--- src/rtl/mult_div_unit.sv ---
// Multicycle signed MULT/DIV unit: radix-2 shift-add multiply and restoring divide on
// operand magnitudes, one iteration per clock, results held in HI/LO registers.
module mult_div_unit #(
  parameter int WIDTH = 32
) (
  input  logic             clk,
  input  logic             reset,
  input  logic             start,
  input  logic             op,
  input  logic [WIDTH-1:0] a,
  input  logic [WIDTH-1:0] b,
  output logic [WIDTH-1:0] hi,
  output logic [WIDTH-1:0] lo,
  output logic             busy,
  output logic             done,
  output logic             div_zero
);

  localparam int CW = (WIDTH > 1) ? $clog2(WIDTH) : 1;

  typedef enum logic [1:0] {IDLE, RUN, FINISH} state_t;

  state_t               state, state_nxt;
  logic [CW-1:0]        counter;
  logic                 op_r, sa, sb, dz;
  logic [WIDTH-1:0]     mcand, acc_hi, acc_lo;
  logic [WIDTH-1:0]     mag_a, mag_b;
  logic [WIDTH:0]       mul_sum, rem_sh, trial;
  logic                 div_ge;
  logic [2*WIDTH-1:0]   prod_neg;

  always_ff @(posedge clk) begin
    if (!reset) state <= IDLE;
    else        state <= state_nxt;
  end

  always_comb begin
    state_nxt = state;
    case (state)
      IDLE:    if (start) state_nxt = (op && (b == '0)) ? FINISH : RUN;
      RUN:     if (counter == '0) state_nxt = FINISH;
      FINISH:  state_nxt = IDLE;
      default: state_nxt = IDLE;
    endcase
  end

  // rem < |b| <= 2^(WIDTH-1), so the shifted remainder fits and trial[WIDTH] is the borrow.
  always_comb begin
    mag_a    = a[WIDTH-1] ? -a : a;
    mag_b    = b[WIDTH-1] ? -b : b;
    mul_sum  = {1'b0, acc_hi} + (acc_lo[0] ? {1'b0, mcand} : '0);
    rem_sh   = {acc_hi, acc_lo[WIDTH-1]};
    trial    = rem_sh - {1'b0, mcand};
    div_ge   = ~trial[WIDTH];
    prod_neg = -{acc_hi, acc_lo};
  end

  assign busy = (state != IDLE);

  always_ff @(posedge clk) begin
    if (!reset) begin
      counter  <= '0;
      op_r     <= 1'b0;
      sa       <= 1'b0;
      sb       <= 1'b0;
      dz       <= 1'b0;
      mcand    <= '0;
      acc_hi   <= '0;
      acc_lo   <= '0;
      hi       <= '0;
      lo       <= '0;
      done     <= 1'b0;
      div_zero <= 1'b0;
    end else begin
      done     <= 1'b0;
      div_zero <= 1'b0;
      case (state)
        IDLE: if (start) begin
          op_r    <= op;
          sa      <= a[WIDTH-1];
          sb      <= b[WIDTH-1];
          dz      <= op && (b == '0);
          acc_hi  <= '0;
          counter <= CW'(WIDTH - 1);
          // MULT: multiplicand |a|, multiplier |b| in LO. DIV: divisor |b|, dividend |a| in LO.
          mcand   <= op ? mag_b : mag_a;
          acc_lo  <= op ? mag_a : mag_b;
        end
        RUN: begin
          if (op_r) begin
            acc_hi <= div_ge ? trial[WIDTH-1:0] : rem_sh[WIDTH-1:0];
            acc_lo <= {acc_lo[WIDTH-2:0], div_ge};
          end else begin
            acc_hi <= mul_sum[WIDTH:1];
            acc_lo <= {mul_sum[0], acc_lo[WIDTH-1:1]};
          end
          if (counter != '0) counter <= counter - CW'(1);
        end
        FINISH: begin
          done <= 1'b1;
          if (dz) begin
            div_zero <= 1'b1;
          end else if (op_r) begin
            lo <= (sa ^ sb) ? -acc_lo : acc_lo;
            hi <= sa ? -acc_hi : acc_hi;
          end else begin
            {hi, lo} <= (sa ^ sb) ? prod_neg : {acc_hi, acc_lo};
          end
        end
        default: ;
      endcase
    end
  end

endmodule
--- config.mk ---
export PLATFORM = sky130hd
export DESIGN_NAME = mult_div_unit
export DESIGN_NICKNAME = d
export VERILOG_FILES = /design/src/rtl/mult_div_unit.sv
export SDC_FILE = /design/constraint.sdc
export NUM_CORES = 1
export LEC_CHECK = 0
export BUFFER_PORTS_ARGS = -buffer_cell sky130_fd_sc_hd__buf_2
export CAP_MARGIN = 30
export CORE_MARGIN = 10
export CORE_UTILIZATION = 55
export DETAILED_ROUTE_END_ITERATION = 7
export GPL_ROUTABILITY_DRIVEN = 0
export GPL_TIMING_DRIVEN = 0
export PLACE_DENSITY = 0.75
export SKIP_LAST_GASP = 1
export SLEW_MARGIN = 40
export SYNTH_ARGS = -nofsm -noshare
export SYNTH_HDL_FRONTEND = slang
export SYNTH_SLANG_ARGS = --single-unit
--- constraint.sdc ---
create_clock -name clk -period 4 [get_ports clk]
set_input_delay 0.4 -clock clk [delete_from_list [all_inputs] [get_ports clk]]
set_output_delay 0.4 -clock clk [all_outputs]
set_load 0.05 [all_outputs]
==> flow_summary.yaml <==
clock_network:
  clockBufferDepth: 2
  clk-insertion-delay-late_ns: 0.45
  clk_pin_slew_worst_paths_ns: 0.08
  post_cts_buffers: 0
  numClockSinks: 173
  htree_levels: 4
  clock-root-buffer: "clkbuf_16"
  cts_buffers: 17
  tritoncts: "yes"
sta:
  whs_ns: 0.405
  fin_crit_sh: 0.974
  setup_tns_ns: 0
  fmax_ghz: 0.257
  hold_viol: 0
  final-setup-viol-count: 0
  rsz0062_at_grt: "true"
  worst_pin_slew_ns: 0.861
  slew_headroom: 0.426
  finalCriticalPeriod_ns: 3.89
  skew_ns: 0.0156
  worst_slack_ns: 0.105
  final_max_slew_viol_count: 0
floorplanning:
  initial_core_util: 0.557
  fp.dieW_um: 180
  num_rows: 58
  ios: 135
  fp.dieH_um: 180
  coreArea_um2: 25200
  dieArea_um2: 32300
finish:
  layout_common_cells: "nor2_1 (229), nand2_1 (197), dfxtp_1 (173)"
  nNetsFinal: 2172
  finalNonFillerCells: 2376
  syn_to_final_growth_pct: 12.5
  drive_above_1_share: 0.108
  fin_area_um2: 15800
  final_common_cell: "nor2_1"
critical_path:
  crit_family: "simple AND/OR/NAND/NOR gates"
  cpPeakStageDelay_ns: 0.58
  timing.reg2reg.setup_slack_ns: 0.11
  crit_start: "acc_lo[31]"
  crit_chain: "inv_1, ha_1, fa_1, nand2b_1, a21o_1, a21oi_4, a311oi_1, or4_1, and3_1, buf_6, buf_2, nand3_1, a21oi_1, a221o_1"
  start_kind: "flop"
  reg2reg_to: "acc_hi[28]"
  crit_path_top_delay_cell: "or4_1"
  criticalPathCategory: "reg -> reg"
  reg2regPathDepth: 14
  end_kind: "flop"
  arrival_ns: 4.22
  path_max_fanout: 10
  cp_num_buf_inv: 3
  reg2reg_from: "acc_lo[31]"
  crit_cells: 14
  worstPathRequired_ns: 4.33
detailed_routing:
  firstDrtPassIters: 8
  wirelength_mm: 49.5
  drc: 0
  avgViaCountPerCell: 6.37
  drtIter0Drc: 1799
  route.vias.total: 15100
  avgRoutedWirePerCell_um: 20.8
  ant_nets: 0
global_route:
  grt_max_degree: 21
  grt_pass1_wl_mm: 76.0
  grt_antenna_before_repair: 1
  grt_usage: 0.287
  overflow: 0
  first_global_vias: 14200
logic_synthesis:
  synth_edf_count: 0
  yosysWarnings: 0
  avgSynthCellArea_um2: 7.46
  async_reset_ff_frac: 0
  ys_seq_area_frac: 0.247
  synth-seq-cells: 173
  synthCells: 1882
  synth_ff_type: "dfxtp_1"
  syn_nets: 2022
  synth_cell_types: 77
  syn_area_um2: 14000
worst_hold_path:
  hold_path_class: "in -> reg"
  worstHoldStart: "b[26]"
  min_to: "acc_lo[26]"
  whs_path_depth: 5
placed_design:
  pre_cts_ws_ns: -0.158
  dpl_cell_area_um2: 15100
  io_buffers: 132
  place_hpwl_mm: 38.6
  placed_cells: 2344
power_and_ir_drop:
  powerDensity_nw_per_um2: 362
  vdd_drop_max_mv: 0.283
  power.leakage_nw: 6.37
status:
  run_status: "complete, no violations"
job:
  maxCapViolCount: 0
[timing repair]
action	4_1_cts	5_1_grt
setup endpoints to repair	5	19
hold buffers	0	0
resized for setup	2	13
gates cloned	0	0
[worst reg2reg max path, stage by stage, from the launching register on]
cell      delay, ns
dfxtp_1        0.47
inv_1          0.20
ha_1           0.25
fa_1           0.40
nand2b_1       0.19
a21o_1         0.21
a21oi_4        0.21
a311oi_1       0.21
or4_1          0.58
and3_1         0.20
buf_6          0.14
buf_2          0.21
nand3_1        0.11
a21oi_1        0.09
a221o_1        0.30
[cells by family after synthesis]
group                    Yosys count  share of synthesized area
AND/OR/NAND/NOR                  628                      0.206
flip-flops                       173                      0.247
adder cells (fa/ha/maj)           72                     0.0653
buffers and inverters            178                     0.0493
XOR/XNOR                         168                      0.105
AO/OA/AOI/OAI                    591                      0.275
multiplexers                      72                     0.0523
[layout make-up]
type,count,area [um2]
multi-input cells,1531,9910
fillers,2306,9400
flip-flops and latches,173,3460
repair buffers,132,661
plain buffers,123,494
clock buffers,17,425
well taps,330,413
clock inverters,15,208
inverters,54,203
diodes,1,2.50
[worst max path at each step]
stage	end	slack [ns]
3_3_place_gp	acc_hi[29]	-0.09
4_1_cts	acc_hi[27]	0.003
5_1_grt	acc_hi[27]	-0.02
3_5_place_dp	acc_hi[29]	-0.16
6_report	acc_hi[28]	0.11
2_1_floorplan	acc_hi[1]	0.73
[sequential cells by signal (all words and copies together), names as in the netlist]
register  flops
sb            1
lo           32
done          1
dz            1
acc_hi       32
div_zero      1
hi           32
op_r          1
sa            1
state         2
mcand        32
counter       5
acc_lo       32
[cell usage after synthesis (5+ instances only)]
master    count  share of area
a221o_1       8         0.0057
a221oi_1      5         0.0031
o31ai_1      23          0.012
ha_1         70          0.062
buf_1        13         0.0035
or4_1        12         0.0064
o31a_1        6         0.0037
and4_1        5         0.0031
mux2i_1      64          0.046
xnor2_1      71          0.044
o41ai_1      17          0.011
a211oi_1     72          0.039
o21a_1       12         0.0064
a31oi_1      13         0.0058
a21o_1       30          0.016
inv_1        54          0.014
nand2b_1     15         0.0067
nor3_1       31          0.011
nand4_1      12         0.0053
xor2_1       97          0.061
clkbuf_1    102          0.027
o21bai_1      6         0.0032
nor2b_1       6         0.0027
nand3_1      36          0.013
nor2_1      230          0.062
nor4_1       14         0.0062
mux2_2        7         0.0056
dfxtp_1     173           0.25
o21ai_1       5         0.0018
or2_2         5         0.0022
o221ai_1      7         0.0044
and2_1       15         0.0067
o211ai_1     23          0.012
a311oi_1      9         0.0056
a21oi_1     163          0.058
a211o_1       7         0.0044
o22ai_1      11         0.0049
a22oi_1      13         0.0070
nand2_1     197          0.053
or3_1        18         0.0080
o21ai_0     126          0.045
buf_2         7         0.0025
and3_1        8         0.0036
[stage by stage]
| stage | utilization | power, mW |
|---|---|---|
| after floorplan | - | 3.35 |
| after global placement | 0.600 | 3.84 |
| after detailed placement | 0.600 | 3.89 |
| after global routing | 0.627 | 5.96 |
| final | 0.627 | 5.72 |
| after CTS | 0.625 | 5.65 |
[power by group]
group / internal, mW / switching [mW] / leakage, nW
clock: 0.919 / 0.874 / 0.301
sequential: 1.84 / 0.118 / 1.41
combinational: 0.673 / 1.29 / 4.66
total: 3.43 / 2.28 / 6.37
[metal layers]
metal	wire length [um]	part of all wire	vias up	global-route usage
li1	-	-	7117	-
met1	20100	0.41	6949	0.365
met2	21900	0.44	895	0.453
met3	5280	0.11	164	0.0649
met4	2200	0.045	0	0.130
met5	0	0	-	0
Power figures use the tool's default switching activity.
